**src/rtl/tlcd_bus_receiver.sv**
```systemverilog
// HD44780-style text LCD bus receiver: shadows the 2x16 DDRAM, emulates busy timing, flags overruns.
// Optional CGRAM shadow storage enabled by defining TLCD_RX_CGRAM_EN.
module tlcd_bus_receiver #(
   parameter int unsigned BUSY_CYCLES      = 2000,
   parameter int unsigned BUSY_LONG_CYCLES = 82000
) (
   input  logic         CLK,
   input  logic         RESETN,
   input  logic         TLCD_E,
   input  logic         TLCD_RS,
   input  logic         TLCD_RW,
   input  logic [7:0]   TLCD_DATA,
   output logic [127:0] TEXT_STRING_UPPER,
   output logic [127:0] TEXT_STRING_LOWER,
   output logic [6:0]   DDRAM_ADDR,
   output logic         DISPLAY_ON,
   output logic         BUSY,
   output logic         WR_STROBE,
   output logic         OVERRUN,
   input  logic [5:0]   CG_RD_ADDR,
   output logic [4:0]   CG_RD_DATA
);

   localparam int unsigned BUSY_MAX = (BUSY_LONG_CYCLES > BUSY_CYCLES) ? BUSY_LONG_CYCLES
                                                                       : BUSY_CYCLES;
   localparam int unsigned CNT_W    = $clog2(BUSY_MAX + 1);
   localparam logic [127:0] BLANK_ROW = {16{8'h20}};

   logic             e_q, e_prev_q, rs_q, rw_q;
   logic [7:0]       data_q;
   logic [127:0]     upper_q, upper_d, lower_q, lower_d;
   logic [6:0]       ac_q, ac_d;
   logic             inc_q, inc_d;
   logic             cg_mode_q, cg_mode_d;
   logic [5:0]       cg_addr_q, cg_addr_d;
   logic             disp_on_q, disp_on_d;
   logic [CNT_W-1:0] busy_cnt_q, busy_cnt_d;
   logic             busy_q, busy_d;
   logic             wr_strobe_q, wr_strobe_d;
   logic             overrun_q, overrun_d;
   logic             accept_c, long_c, cg_we_c;
   logic [6:0]       col_lsb_c;

   function automatic logic [6:0] ac_step(input logic [6:0] ac, input logic inc);
      logic [6:0] nxt;
      if (inc) begin
         case (ac)
            7'h27:   nxt = 7'h40;
            7'h67:   nxt = 7'h00;
            7'h7F:   nxt = 7'h00;
            default: nxt = ac + 7'd1;
         endcase
      end else begin
         case (ac)
            7'h00:   nxt = 7'h67;
            7'h40:   nxt = 7'h27;
            default: nxt = ac - 7'd1;
         endcase
      end
      return nxt;
   endfunction

   // Bus sampling; a write is taken one cycle after E is first seen low
   always_ff @(posedge CLK or negedge RESETN) begin
      if (!RESETN) begin
         e_q      <= 1'b0;
         e_prev_q <= 1'b0;
         rs_q     <= 1'b0;
         rw_q     <= 1'b1;
         data_q   <= 8'h00;
      end else begin
         e_q      <= TLCD_E;
         e_prev_q <= e_q;
         rs_q     <= TLCD_RS;
         rw_q     <= TLCD_RW;
         data_q   <= TLCD_DATA;
      end
   end

   assign accept_c  = e_prev_q & ~e_q & ~rw_q;
   // Column 0 sits in the top byte, so the byte offset is (15 - col)
   assign col_lsb_c = {~ac_q[3:0], 3'b000};

   always_comb begin
      upper_d     = upper_q;
      lower_d     = lower_q;
      ac_d        = ac_q;
      inc_d       = inc_q;
      cg_mode_d   = cg_mode_q;
      cg_addr_d   = cg_addr_q;
      disp_on_d   = disp_on_q;
      overrun_d   = overrun_q;
      wr_strobe_d = 1'b0;
      long_c      = 1'b0;
      cg_we_c     = 1'b0;
      busy_cnt_d  = (busy_cnt_q != '0) ? busy_cnt_q - CNT_W'(1) : busy_cnt_q;

      if (accept_c) begin
         wr_strobe_d = 1'b1;
         if (busy_q) overrun_d = 1'b1;
         if (!rs_q) begin
            casez (data_q)
               8'b1???????: begin ac_d = data_q[6:0]; cg_mode_d = 1'b0; end
               8'b01??????: begin cg_mode_d = 1'b1; cg_addr_d = data_q[5:0]; end
               8'b001?????: ;
               8'b0001????: ;
               8'b00001???: disp_on_d = data_q[2];
               8'b000001??: inc_d = data_q[1];
               8'b0000001?: begin ac_d = 7'h00; cg_mode_d = 1'b0; long_c = 1'b1; end
               8'b00000001: begin
                  upper_d   = BLANK_ROW;
                  lower_d   = BLANK_ROW;
                  ac_d      = 7'h00;
                  inc_d     = 1'b1;
                  cg_mode_d = 1'b0;
                  long_c    = 1'b1;
               end
               default: ;
            endcase
         end else if (cg_mode_q) begin
            cg_we_c   = 1'b1;
            cg_addr_d = inc_q ? cg_addr_q + 6'd1 : cg_addr_q - 6'd1;
         end else begin
            if (ac_q[6:4] == 3'b000) upper_d[col_lsb_c +: 8] = data_q;
            if (ac_q[6:4] == 3'b100) lower_d[col_lsb_c +: 8] = data_q;
            ac_d = ac_step(ac_q, inc_q);
         end
         busy_cnt_d = long_c ? CNT_W'(BUSY_LONG_CYCLES) : CNT_W'(BUSY_CYCLES);
      end
      busy_d = (busy_cnt_d != '0);
   end

   always_ff @(posedge CLK or negedge RESETN) begin
      if (!RESETN) begin
         upper_q     <= BLANK_ROW;
         lower_q     <= BLANK_ROW;
         ac_q        <= 7'h00;
         inc_q       <= 1'b1;
         cg_mode_q   <= 1'b0;
         cg_addr_q   <= 6'h00;
         disp_on_q   <= 1'b0;
         busy_cnt_q  <= '0;
         busy_q      <= 1'b0;
         wr_strobe_q <= 1'b0;
         overrun_q   <= 1'b0;
      end else begin
         upper_q     <= upper_d;
         lower_q     <= lower_d;
         ac_q        <= ac_d;
         inc_q       <= inc_d;
         cg_mode_q   <= cg_mode_d;
         cg_addr_q   <= cg_addr_d;
         disp_on_q   <= disp_on_d;
         busy_cnt_q  <= busy_cnt_d;
         busy_q      <= busy_d;
         wr_strobe_q <= wr_strobe_d;
         overrun_q   <= overrun_d;
      end
   end

`ifdef TLCD_RX_CGRAM_EN
   logic [4:0] cgram_q [64];

   always_ff @(posedge CLK or negedge RESETN) begin
      if (!RESETN) begin
         for (int i = 0; i < 64; i++) cgram_q[i] <= 5'h00;
      end else if (cg_we_c) begin
         cgram_q[cg_addr_q] <= data_q[4:0];
      end
   end

   assign CG_RD_DATA = cgram_q[CG_RD_ADDR];
`else
   logic unused_cg_c;
   assign unused_cg_c = ^{CG_RD_ADDR, cg_we_c};
   assign CG_RD_DATA  = 5'h00;
`endif

   assign TEXT_STRING_UPPER = upper_q;
   assign TEXT_STRING_LOWER = lower_q;
   assign DDRAM_ADDR        = ac_q;
   assign DISPLAY_ON        = disp_on_q;
   assign BUSY              = busy_q;
   assign WR_STROBE         = wr_strobe_q;
   assign OVERRUN           = overrun_q;

endmodule

```
**config.mk**
```make
export PLATFORM = sky130hd
export DESIGN_NAME = tlcd_bus_receiver
export DESIGN_NICKNAME = d
export VERILOG_FILES = /design/src/rtl/tlcd_bus_receiver.sv
export SDC_FILE = /design/constraint.sdc
export NUM_CORES = 1
export LEC_CHECK = 0
export ABC_AREA = 1
export CAP_MARGIN = 20
export CORE_UTILIZATION = 25
export CTS_CLUSTER_DIAMETER = 150
export CTS_CLUSTER_SIZE = 30
export DETAILED_ROUTE_END_ITERATION = 10
export PLACE_DENSITY_LB_ADDON = 0.12
export SETUP_SLACK_MARGIN = 0.4
export SLEW_MARGIN = 20
export SYNTH_ARGS = -nofsm -noshare
export SYNTH_HDL_FRONTEND = slang
export SYNTH_SLANG_ARGS = --single-unit
```
**constraint.sdc**
```tcl
create_clock -name CLK -period 2.5 [get_ports CLK]
set_input_delay 0.375 -clock CLK [delete_from_list [all_inputs] [get_ports CLK]]
set_output_delay 0.375 -clock CLK [all_outputs]
set_load 0.03 [all_outputs]
```
==> out/summary.log, run 1 <==
[place] quantity of I/O buffers inserted on ports 279
[place] half-perimeter wire length after placement 33,100 um
[critical_path] critical path capture point type output pin
[critical_path] critical path class register to output pin
[routing] DRC Markers 0
[critical_path] required time of the critical path 2.12 ns
[critical_path] Cell Chain, Critical Path clkdlybuf4s50_1
[cells_and_area] Layout fillers 5,076
[timing] setup ws final 0.459 ns
[timing] slew at the pin closest to its max-slew limit 0.689 ns
[yosys] fraction of the mapped netlist area in simple logic gates 21.3%
[clock_tree] number of sinks driven by the clock tree 298
[routing] post-detailed-routing wire length 48,400 um
[power] Logic pwr share 30.0%
[yosys] synthesized-area fraction occupied by adder cells 0.605%
[grt] pin count of the biggest net entering global routing 113
[yosys] share of synthesized area spent on multiplexers 0%
[power] worst ir drop on vdd 0.379 mV
[die] CORE AREA 49,000 sq um
[timing] Period minus WS final 2.04 ns
[die] die footprint 50,500 sq um
[grt] global-route wire length before repair 71,000 um
[yosys] commonest cells in the netlist sky130_fd_sc_hd__nand2_1, sky130_fd_sc_hd__dfrtp_1, sky130_fd_sc_hd__o21ai_0
[timing] final-report hold violation count 0
[yosys] async set-reset flop share out of synthesis 100%
[cells_and_area] final core occ 35.3%
[clock_tree] later-pin clock latency in the skew report 0.53 ns
[yosys] combinational family with the most area after synthesis simple AND/OR/NAND/NOR gates
[yosys] count of cell types in the netlist 33
[yosys] Synth Cell Area 12,400 sq um
[timing] RSZ-0062 raised after global routing yes
[timing] Worst Clk Skew 0.0305 ns
[clock_tree] cts bufs inserted 13
[timing] Rel. slew slack 54.0%
[yosys] portion of the post-synthesis area used by sequential elements 60.4%
[cells_and_area] proportion of layout cells with a drive suffix above 1 12.8%
[yosys] mean instance size in the synthesized netlist 8.93 sq um
[yosys] post-synthesis sequential element count 298
[routing] post-route ant nets 0
[die] I/O pin count 291
[routing] vias per cell 4.51
[power] switching part of the total power 36.7%
[yosys] area share of the leading cell type in the synthesized netlist 53.2%
[grt] overall track demand over capacity in global routing 18.7%
[critical_path] worst-path cell with the longest stage delay sky130_fd_sc_hd__clkdlybuf4s50_1
[power] share of power burned in registers 47.7%
[yosys] cells after synthesis 1,390
[critical_path] launching element type of the critical path register
[grt] number of global-route vias before repair 10,900
[yosys] number of enable-type register cells in the synthesized netlist 0
[routing] drt initial violations 794
[outcome] outcome completed
[timing] maximum clock frequency 0.490 GHz
[power] Power Internal 7.52 mW
[place] DP Worst Slack 0.175 ns
[clock_tree] number of H-tree branching levels 1
[timing] hold slack 0.288 ns
[clock_tree] TritonCTS clock tree yes
[cells_and_area] number of diodes added for antenna fixing 0
[routing] TritonRoute pass-1 iters 4
[grt] antenna violations before repair 0
[cells_and_area] net count reported at finish 1,739
[critical_path] peak fanout along the critical path 2
[power] switching power total 4.36 mW
[timing] post-route fraction of the period consumed by the critical path 81.6%
[routing] overall via count from detail_route 10,800
[cells_and_area] final instance count without filler cells 2,385
[die] initial core utilization 25.3%
[place] placed cell count 2,345
[critical_path] delay of the slowest cell on the worst path 0.70 ns
[critical_path] gate family responsible for the most delay along the worst path buffers and inverters
[clock_tree] clock root buffer master sky130_fd_sc_hd__clkbuf_16
[critical_path] Worst Path Buf+Inv 1
[clock_tree] buffer levels on the longest clock path 3
[yosys] leading cell types by total area after synthesis sky130_fd_sc_hd__dfrtp_1, sky130_fd_sc_hd__nand2_1, sky130_fd_sc_hd__o21ai_0
[yosys] most frequent cell after synthesis sky130_fd_sc_hd__nand2_1
[timing] final-report max-slew violation count 0
[yosys] cell type with the highest aggregate area in the netlist sky130_fd_sc_hd__dfrtp_1
[yosys] most used flip-flop cell after synthesis sky130_fd_sc_hd__dfrtp_1
[die] std cell rows 81
[cells_and_area] Area growth syn-to-layout 39.5%
[yosys] xor/xnor share of the synthesized area 0.706%
[flow_run] number of max-cap violations 0
[die] vertical die dimension 225 um
[yosys] synthesis warning total 0
[power] Static Leakage 7.47 nW
[yosys] post-synthesis compound-gate area fraction 13.2%
[timing] accumulated negative setup slack 0 ns
[worst_hold_path] Worst Hold Class input port to register
[clock_tree] clock-pin slew on the worst setup and hold paths 0.12 ns
[die] floorplan die width 225 um
[routing] post-DR wirelength/cell 20.3 um
[grt] sum of overflow across all layers after global routing 0
[timing] final setup vio count 0
[critical_path] worst path arrival time 1.67 ns
[power] power density over the cells 687 nW/um^2
[power] Clk network pwr share 22.3%
[place] Final GP Congestion 0.839
==> cell families after synthesis <==
| kind of cell | Yosys count |
|---|---|
| other | 1 |
| adders and majority gates | 6 |
| buffers and inverters | 108 |
| DFF | 298 |
| and+or+nand+nor | 652 |
| xor gates and xnor gates | 10 |
| AOI/OAI and AO/OA | 315 |
==> per-stage QoR <==
step | total power, mW | area, sq um
5_1_grt | 12.5 | 17300
6_report | 11.9 | 17300
3_3_place_gp | 9.16 | 16300
4_1_cts | 11.8 | 16800
3_5_place_dp | 9.17 | 16300
2_1_floorplan | 7.60 | 12400
==> repair_timing <==
action	CTS	global route
endpoints found under the hold margin	38	0
pin swaps	3	22
cloned	1	4
setup endpoints to repair	237	259
hold buffers	1	0
setup buffers	3	9
resized for setup	63	96
==> path summary, 6_finish.rpt <==
check | start | endpoint | slack, ns | cells past startpoint
worst max-delay path | TEXT_STRING_LOWER[54]$_DFFE_PN0P_ | TEXT_STRING_LOWER[54] | 0.46 | 1
worst min-delay path | TLCD_RW | rw_q$_DFF_PN1_ | 0.29 | 1
worst max register to register | DDRAM_ADDR[0]$_DFFE_PN0P_ | TEXT_STRING_UPPER[97]$_DFFE_PN0P_ | 0.46 | 10
worst min register to register | e_q$_DFF_PN0_ | e_prev_q$_DFF_PN0_ | 0.40 | 0
max in group asynchronous | RESETN | TEXT_STRING_UPPER[53]$_DFFE_PN1P_ | 1.29 | 3
min in group asynchronous | RESETN | TEXT_STRING_UPPER[28]$_DFFE_PN0P_ | 0.36 | 2
==> layout make-up <==
type / count / area, sq um / area share, %
flip-flops and latches: 298 / 7510 / 43.4
well taps: 664 / 831 / 4.80
inverters: 62 / 254 / 1.47
multi-input cells: 990 / 4860 / 28.1
clock inverters: 1 / 8.76 / 0.0506
clock buffers: 21 / 365 / 2.11
repair buffers: 349 / 3480 / 20.1
==> registers in the layout, summed over array words and instances, names as in the netlist <==
register / flops
e_q: 1
inc_q: 1
TEXT_STRING_LOWER: 128
busy_cnt_q: 17
DISPLAY_ON: 1
cg_mode_q: 1
TEXT_STRING_UPPER: 128
OVERRUN: 1
WR_STROBE: 1
BUSY: 1
data_q: 8
rs_q: 1
e_prev_q: 1
rw_q: 1
DDRAM_ADDR: 7
==> routing by layer <==
metal	vias up	track usage, %	part of all wire [%]
li1	5175	-	-
met1	5281	25.2	45
met2	267	30.9	48
met3	30	4.28	6.5
met4	0	3.14	1.2
met5	-	0	0
==> power by group through the flow <==
stage	clock network, mW	logic [mW]	registers (mW)
floorplan	0	1.22	6.38
global placement	0	3.39	5.77
detailed placement	0	3.40	5.77
CTS	2.79	3.35	5.68
global route	2.92	3.88	5.73
finish	2.65	3.57	5.67
==> placed cells by master (no fill, tap or decap), types with 13 or more instances in the layout <==
cell                              netlist  routed
sky130_fd_sc_hd__a21oi_1               23      23
sky130_fd_sc_hd__buf_4                  6      49
sky130_fd_sc_hd__clkbuf_16              0      16
sky130_fd_sc_hd__clkdlybuf4s50_1        0     237
sky130_fd_sc_hd__dfrtp_1              264     259
sky130_fd_sc_hd__dfstp_2               34      34
sky130_fd_sc_hd__dlygate4sd2_1          0      39
sky130_fd_sc_hd__inv_1                 52      48
sky130_fd_sc_hd__nand2_1              498     488
sky130_fd_sc_hd__nand2_4                0      15
sky130_fd_sc_hd__nand3_1               30      28
sky130_fd_sc_hd__nor2_1                77      71
sky130_fd_sc_hd__nor2_4                 3      15
sky130_fd_sc_hd__o21ai_0              214     194
sky130_fd_sc_hd__o21ai_1               61      69
sky130_fd_sc_hd__o21ai_4                0      13
Note: power is estimated with default switching activity, not from simulation.
==> inputs of run 2 (changes only) <==
==> constraint.sdc (replaced) <==
create_clock -name CLK -period 2.11 [get_ports CLK]
set_input_delay 0.3165 -clock CLK [delete_from_list [all_inputs] [get_ports CLK]]
set_output_delay 0.3165 -clock CLK [all_outputs]
set_load 0.03 [all_outputs]
==> run 2 against run 1 <==
Against the previous run: register-to-register slack worse by 0.40 ns; hold slack got worse by 0.083 ns; via count is 6.0% higher; highest routed layer unchanged; combinational power grew 50%; non-clock buffer count increased by 118; critical path type is now register to register; critical path depth grew 11.
==> out/summary.log, run 2 (same netlist as run 1, synthesis figures left out) <==
[critical_path] beginning of the worst register-to-register path DDRAM_ADDR[1]$_DFFE_PN0P_
[routing] met2 routed WL 24,100 um
[critical_path] critical path capture point type register
[cells_and_area] number of diodes added for antenna fixing 0
[timing] setup ws final 0.0614 ns
[critical_path] peak fanout along the critical path 5
[cells_and_area] leading cell type in the layout, fill and taps excluded sky130_fd_sc_hd__nand2_1
[die] initial core utilization 25.3%
[power] Final Power 15.2 mW
[critical_path] worst path arrival time 2.48 ns
[power] Static Leakage 8.26 nW
[critical_path] delay of the slowest cell on the worst path 0.48 ns
[clock_tree] buffer levels on the longest clock path 3
[timing] Period minus WS final 2.05 ns
[timing] RSZ-0062 raised after global routing yes
[cells_and_area] final core occ 39.1%
[place] DP Worst Slack -0.00739 ns
[clock_tree] number of H-tree branching levels 1
[critical_path] dominant cell type by count on the critical path sky130_fd_sc_hd__nor2_4
[timing] final-report max-slew violation count 0
[critical_path] launching element type of the critical path register
[place] placed cell count 2,400
[clock_tree] cts bufs inserted 13
[critical_path] logic depth of the worst register-to-register path 12
[critical_path] gate family responsible for the most delay along the worst path simple AND/OR/NAND/NOR gates
[worst_hold_path] number of cells on the worst hold path 1
[routing] post-route ant nets 0
[grt] sum of overflow across all layers after global routing 0
[timing] hold slack 0.205 ns
[critical_path] Cell Chain, Critical Path ha_4 > nand2_4 > inv_4 > nor2_4 > inv_2 > buf_6 > nor2_4 > inv_4 > nor2_4 > clkbuf_16 > nand2_1 > o21ai_0
[critical_path] worst-path cell with the longest stage delay sky130_fd_sc_hd__dfrtp_2
[power] worst ir drop on vdd 0.408 mV
[timing] Worst Clk Skew 0.0211 ns
[cells_and_area] Area growth syn-to-layout 54.3%
[grt] antenna violations before repair 0
[routing] drt initial violations 812
[clock_tree] number of sinks driven by the clock tree 298
[timing] final setup vio count 0
[flow_run] number of max-cap violations 0
[place] Final GP Congestion 0.836
[timing] final-report hold violation count 0
[critical_path] setup slack of the most critical reg-to-reg path 0.06 ns
[critical_path] required time of the critical path 2.54 ns
[routing] length of routed met3 wiring 2480 um
[timing] post-route fraction of the period consumed by the critical path 97.1%
[critical_path] Setup crit start DDRAM_ADDR[1]$_DFFE_PN0P_
[grt] number of global-route vias before repair 11,100
[timing] Rel. slew slack 60.3%
[routing] vias per cell 4.54
[die] floorplan die width 225 um
[routing] post-DR wirelength/cell 19.9 um
[critical_path] endpoint of the most critical setup path TEXT_STRING_UPPER[98]$_DFFE_PN0P_
[grt] overall track demand over capacity in global routing 18.7%
[timing] slew at the pin closest to its max-slew limit 0.593 ns
[die] I/O pin count 291
[place] quantity of I/O buffers inserted on ports 279
[routing] highest routed layer met4
[place] half-perimeter wire length after placement 33,900 um
[clock_tree] clock-pin slew on the worst setup and hold paths 0.12 ns
[critical_path] critical path class register to register
[routing] post-detailed-routing wire length 49,900 um
[cells_and_area] Layout fillers 4,918
[routing] sum of routed wire segments on met1 22,700 um
[grt] pin count of the biggest net entering global routing 113
[critical_path] Stages on worst setup path 12
[die] CORE AREA 49,000 sq um
[outcome] outcome completed
[routing] TritonRoute pass-1 iters 5
[power] power density over the cells 794 nW/um^2
[timing] maximum clock frequency 0.488 GHz
[cells_and_area] proportion of layout cells with a drive suffix above 1 25.6%
[critical_path] Worst Path Buf+Inv 5
[cells_and_area] net count reported at finish 1,865
[cells_and_area] final instance count without filler cells 2,510
[clock_tree] TritonCTS clock tree yes
[clock_tree] clock root buffer master sky130_fd_sc_hd__clkbuf_16
[routing] overall via count from detail_route 11,400
[routing] DRC Markers 0
[die] vertical die dimension 225 um
[die] die footprint 50,500 sq um
[critical_path] Reg2Reg Capture Point TEXT_STRING_UPPER[98]$_DFFE_PN0P_
[die] std cell rows 81
[grt] global-route wire length before repair 71,400 um
[worst_hold_path] Worst Hold Class input port to register
[clock_tree] later-pin clock latency in the skew report 0.52 ns
[cells_and_area] commonest cells after routing, fill and taps aside sky130_fd_sc_hd__nand2_1, sky130_fd_sc_hd__dfrtp_1, sky130_fd_sc_hd__clkdlybuf4s50_1
==> run 2: changes by cell type in the layout (fill, tap and decap cells not counted), sizes merged, moves of 2 or more <==
| cell | delta |
|---|---|
| inv | -6 |
| nand2 | +5 |
| clkdlybuf4s50 | -2 |
| dlymetal6s2s | -2 |
| dlygate4sd2 | -18 |
| buf | +140 |
| clkinvlp | +6 |
==> run 2: layer usage <==
metal  vias up  GRT usage (%)
li1       5432              -
met1      5663           25.8
met2       280           30.6
met3        25           3.44
met4         0           3.25
met5         -              0
==> run 2: where the power goes <==
part / total [mW] / internal (mW) / switching (mW)
Clock: 3.13 / 1.22 / 1.91
Sequential: 6.73 / 6.34 / 0.395
Combinational: 5.34 / 2.06 / 3.29
==> run 2: stage by stage <==
stage | TNS, ns | instance area (sq um)
after floorplan | 0 | 12600
after global placement | 0 | 17000
after detailed placement | -0.0120 | 17000
after CTS | 0 | 17700
after global routing | -0.154 | 19100
final | 0 | 19100
==> run 2: how the worst min path moves through the flow <==
stage | startpoint | to | slack [ns]
after floorplan | RESETN | BUSY$_DFF_PN0_ | 0.02
after global placement | RESETN | TEXT_STRING_LOWER[94]$_DFFE_PN0P_ | 0.30
after detailed placement | RESETN | TEXT_STRING_LOWER[94]$_DFFE_PN0P_ | 0.30
after CTS | TLCD_RW | rw_q$_DFF_PN1_ | 0.18
after global routing | TLCD_RW | rw_q$_DFF_PN1_ | 0.18
final | TLCD_RW | rw_q$_DFF_PN1_ | 0.21
==> run 2: worst register-to-register path: cells and delay by family (launching register included) <==
kind / cells / cell delay (ns)
buf+inv: 5 / 0.50
fa+ha+maj: 1 / 0.19
simple gates: 5 / 0.58
flops: 1 / 0.48
compound gates: 1 / 0.21
==> run 2: what timing repair did <==
item | in CTS | in global routing
cloned | 1 | 11
endpoints found under the setup margin | 532 | 513
hold buffers | 1 | 0
pin swaps | 15 | 78
gates resized for setup | 202 | 265
buffers inserted | 21 | 55
endpoints found under the hold margin | 37 | 0
==> run 2: cell type report <==
cell class                 count  area, sq um  share of cell area [%]
clock buffer                  21          365                    1.91
sequential                   298         7510                    39.2
inverter                      62          304                    1.59
tap                          664          831                    4.34
multi-input combinational    996         5470                    28.6
timing repair inverter         2         23.8                   0.124
timing repair buffer         467         4640                    24.2
==> inputs of run 3 (changes only) <==
--- a/config.mk
+++ b/config.mk
@@ -7,6 +7,7 @@
 export LEC_CHECK = 0
 export ABC_AREA = 1
 export CAP_MARGIN = 20
+export CORE_ASPECT_RATIO = 0.9
 export CORE_UTILIZATION = 25
 export CTS_CLUSTER_DIAMETER = 150
 export CTS_CLUSTER_SIZE = 30
==> run 3 against run 2 <==
Against the previous run: maximum frequency up 1.8%; first-iteration DRC count shrank 1.5%; non-clock buffer count is 33 higher; final cell count stayed put; die area barely moved; sequential power hardly changed; largest cell class unchanged.
==> out/summary.log, run 3 (same netlist as run 1, synthesis figures left out) <==
[outcome] outcome completed
[place] Final GP Congestion 0.855
[cells_and_area] Area growth syn-to-layout 62.5%
[die] CORE AREA 49,000 sq um
[routing] drt initial violations 800
[grt] antenna violations before repair 2
[critical_path] Worst Path Buf+Inv 4
[grt] sum of overflow across all layers after global routing 0
[die] std cell rows 77
[routing] post-DR wirelength/cell 21.5 um
[routing] post-route ant nets 0
[grt] number of global-route vias before repair 11,600
[place] half-perimeter wire length after placement 34,500 um
[power] worst ir drop on vdd 0.453 mV
[routing] vias per cell 4.66
[grt] pin count of the biggest net entering global routing 70
[timing] slew at the pin closest to its max-slew limit 0.706 ns
[power] power density over the cells 773 nW/um^2
[grt] met3 capacity usage during global routing 4.36%
[routing] TritonRoute pass-1 iters 5
[critical_path] setup slack of the most critical reg-to-reg path 0.1 ns
[clock_tree] buffer levels on the longest clock path 3
[cells_and_area] Layout fillers 4,831
[timing] Period minus WS final 2.01 ns
[critical_path] worst path arrival time 2.41 ns
[clock_tree] number of H-tree branching levels 1
[timing] accumulated negative setup slack 0 ns
[cells_and_area] leading cell type in the layout, fill and taps excluded sky130_fd_sc_hd__nand2_1
[routing] DRC Markers 0
[critical_path] launching element type of the critical path register
[worst_hold_path] Worst Hold Class input port to register
[timing] hold slack 0.191 ns
[critical_path] critical path capture point type register
[cells_and_area] commonest cells after routing, fill and taps aside sky130_fd_sc_hd__nand2_1, sky130_fd_sc_hd__dfrtp_1, sky130_fd_sc_hd__o21ai_1
[critical_path] peak fanout along the critical path 4
[critical_path] Cell Chain, Critical Path buf_6 > clkinv_4 > ha_4 > buf_6 > buf_6 > nor3_4 > or2_4 > nand2_4 > nand2_1 > o21ai_1
[timing] post-route fraction of the period consumed by the critical path 95.4%
[cells_and_area] total non-filler cell area in the finished layout 20,200 sq um
[critical_path] worst-path cell with the longest stage delay sky130_fd_sc_hd__dfrtp_2
[timing] final-report max-slew violation count 0
[cells_and_area] number of diodes added for antenna fixing 0
[die] vertical die dimension 213 um
[cells_and_area] proportion of layout cells with a drive suffix above 1 30.9%
[clock_tree] clock root buffer master sky130_fd_sc_hd__clkbuf_16
[place] quantity of I/O buffers inserted on ports 279
[critical_path] gate family responsible for the most delay along the worst path simple AND/OR/NAND/NOR gates
[grt] GR met2 Demand/Resource 32.3%
[timing] Worst Clk Skew 0.0331 ns
[critical_path] required time of the critical path 2.51 ns
[die] floorplan die width 237 um
[cells_and_area] final core occ 41.1%
[critical_path] dominant cell type by count on the critical path sky130_fd_sc_hd__buf_6
[routing] overall via count from detail_route 11,700
[flow_run] number of max-cap violations 0
[clock_tree] cts bufs inserted 13
[die] initial core utilization 25.3%
[clock_tree] number of sinks driven by the clock tree 298
[timing] final-report hold violation count 0
[timing] maximum clock frequency 0.497 GHz
[grt] global-route wire length before repair 75,800 um
[grt] layer with the highest usage met2
[timing] final setup vio count 0
[clock_tree] TritonCTS clock tree yes
[critical_path] critical path class register to register
[grt] GRT met1 Usage 27.9%
[routing] post-detailed-routing wire length 53,800 um
[power] Static Leakage 9.84 nW
[critical_path] beginning of the worst register-to-register path DDRAM_ADDR[0]$_DFFE_PN0P_
[grt] overall track demand over capacity in global routing 20.1%
[timing] Rel. slew slack 52.8%
[cells_and_area] net count reported at finish 1,898
[worst_hold_path] Min-Delay Startpoint TLCD_RW
[critical_path] Setup crit start DDRAM_ADDR[0]$_DFFE_PN0P_
[place] Placement Cell Area 16,900 sq um
[clock_tree] later-pin clock latency in the skew report 0.53 ns
[timing] RSZ-0062 raised after global routing yes
[critical_path] delay of the slowest cell on the worst path 0.46 ns
[clock_tree] clock-pin slew on the worst setup and hold paths 0.13 ns
[die] I/O pin count 291
[die] die footprint 50,500 sq um
## run 3: cell count changes in the layout (fill, tap and decap cells not counted), sizes merged, moves of 18 or more
cell	before	now
dlymetal6s2s	0	46
clkdlybuf4s15	1	19
clkdlybuf4s50	235	139
dlygate4sd2	21	53
buf	207	235
## run 3: final cells by class
cell class	count	area (sq um)	share of cell area, %
timing repair inverter	1	7.51	0.0372
inverter	62	303	1.50
timing repair buffer	500	5430	26.9
sequential	298	7510	37.2
clock buffer	20	362	1.79
tap	632	791	3.92
multi-input combinational	997	5760	28.6
## run 3: worst paths after layout
| kind | to | cells after the start |
|---|---|---|
| worst max-delay path | TEXT_STRING_UPPER[1]$_DFFE_PN0P_ | 10 |
| worst min-delay path | rw_q$_DFF_PN1_ | 1 |
| worst max register to register | TEXT_STRING_UPPER[1]$_DFFE_PN0P_ | 10 |
| worst min register to register | e_prev_q$_DFF_PN0_ | 0 |
| max in group asynchronous | TEXT_STRING_UPPER[29]$_DFFE_PN1P_ | 3 |
| min in group asynchronous | TEXT_STRING_UPPER[127]$_DFFE_PN0P_ | 2 |
## run 3: report_power, final
group          total, mW  internal (mW)  switching (mW)
sequential          6.73           6.34           0.389
clock               3.11           1.21            1.89
combinational       5.74           2.26            3.48
## run 3: stage by stage
stage               std cells  power [mW]  setup slack (ns)
finish                   2510        15.6            0.0980
global placement         2363        11.1            0.0575
detailed placement       2363        11.1            0.0371
floorplan                1394        9.11             0.206
global route             2510        16.3            0.0333
CTS                      2458        15.1             0.145
## run 3: timing repair
item | 4_1_cts | 5_1_grt
pin swaps | 99 | 87
hold buffers | 1 | 0
endpoints found under the hold margin | 20 | 0
setup buffers | 59 | 39
cloned | 15 | 13
setup endpoints to repair | 532 | 490
gates resized for setup | 495 | 294
## run 3: metal layers
layer	up-vias	wire length (um)
met5	-	13
met4	2	1030
met3	49	3180
met2	295	24900
met1	5857	24700
li1	5492	-
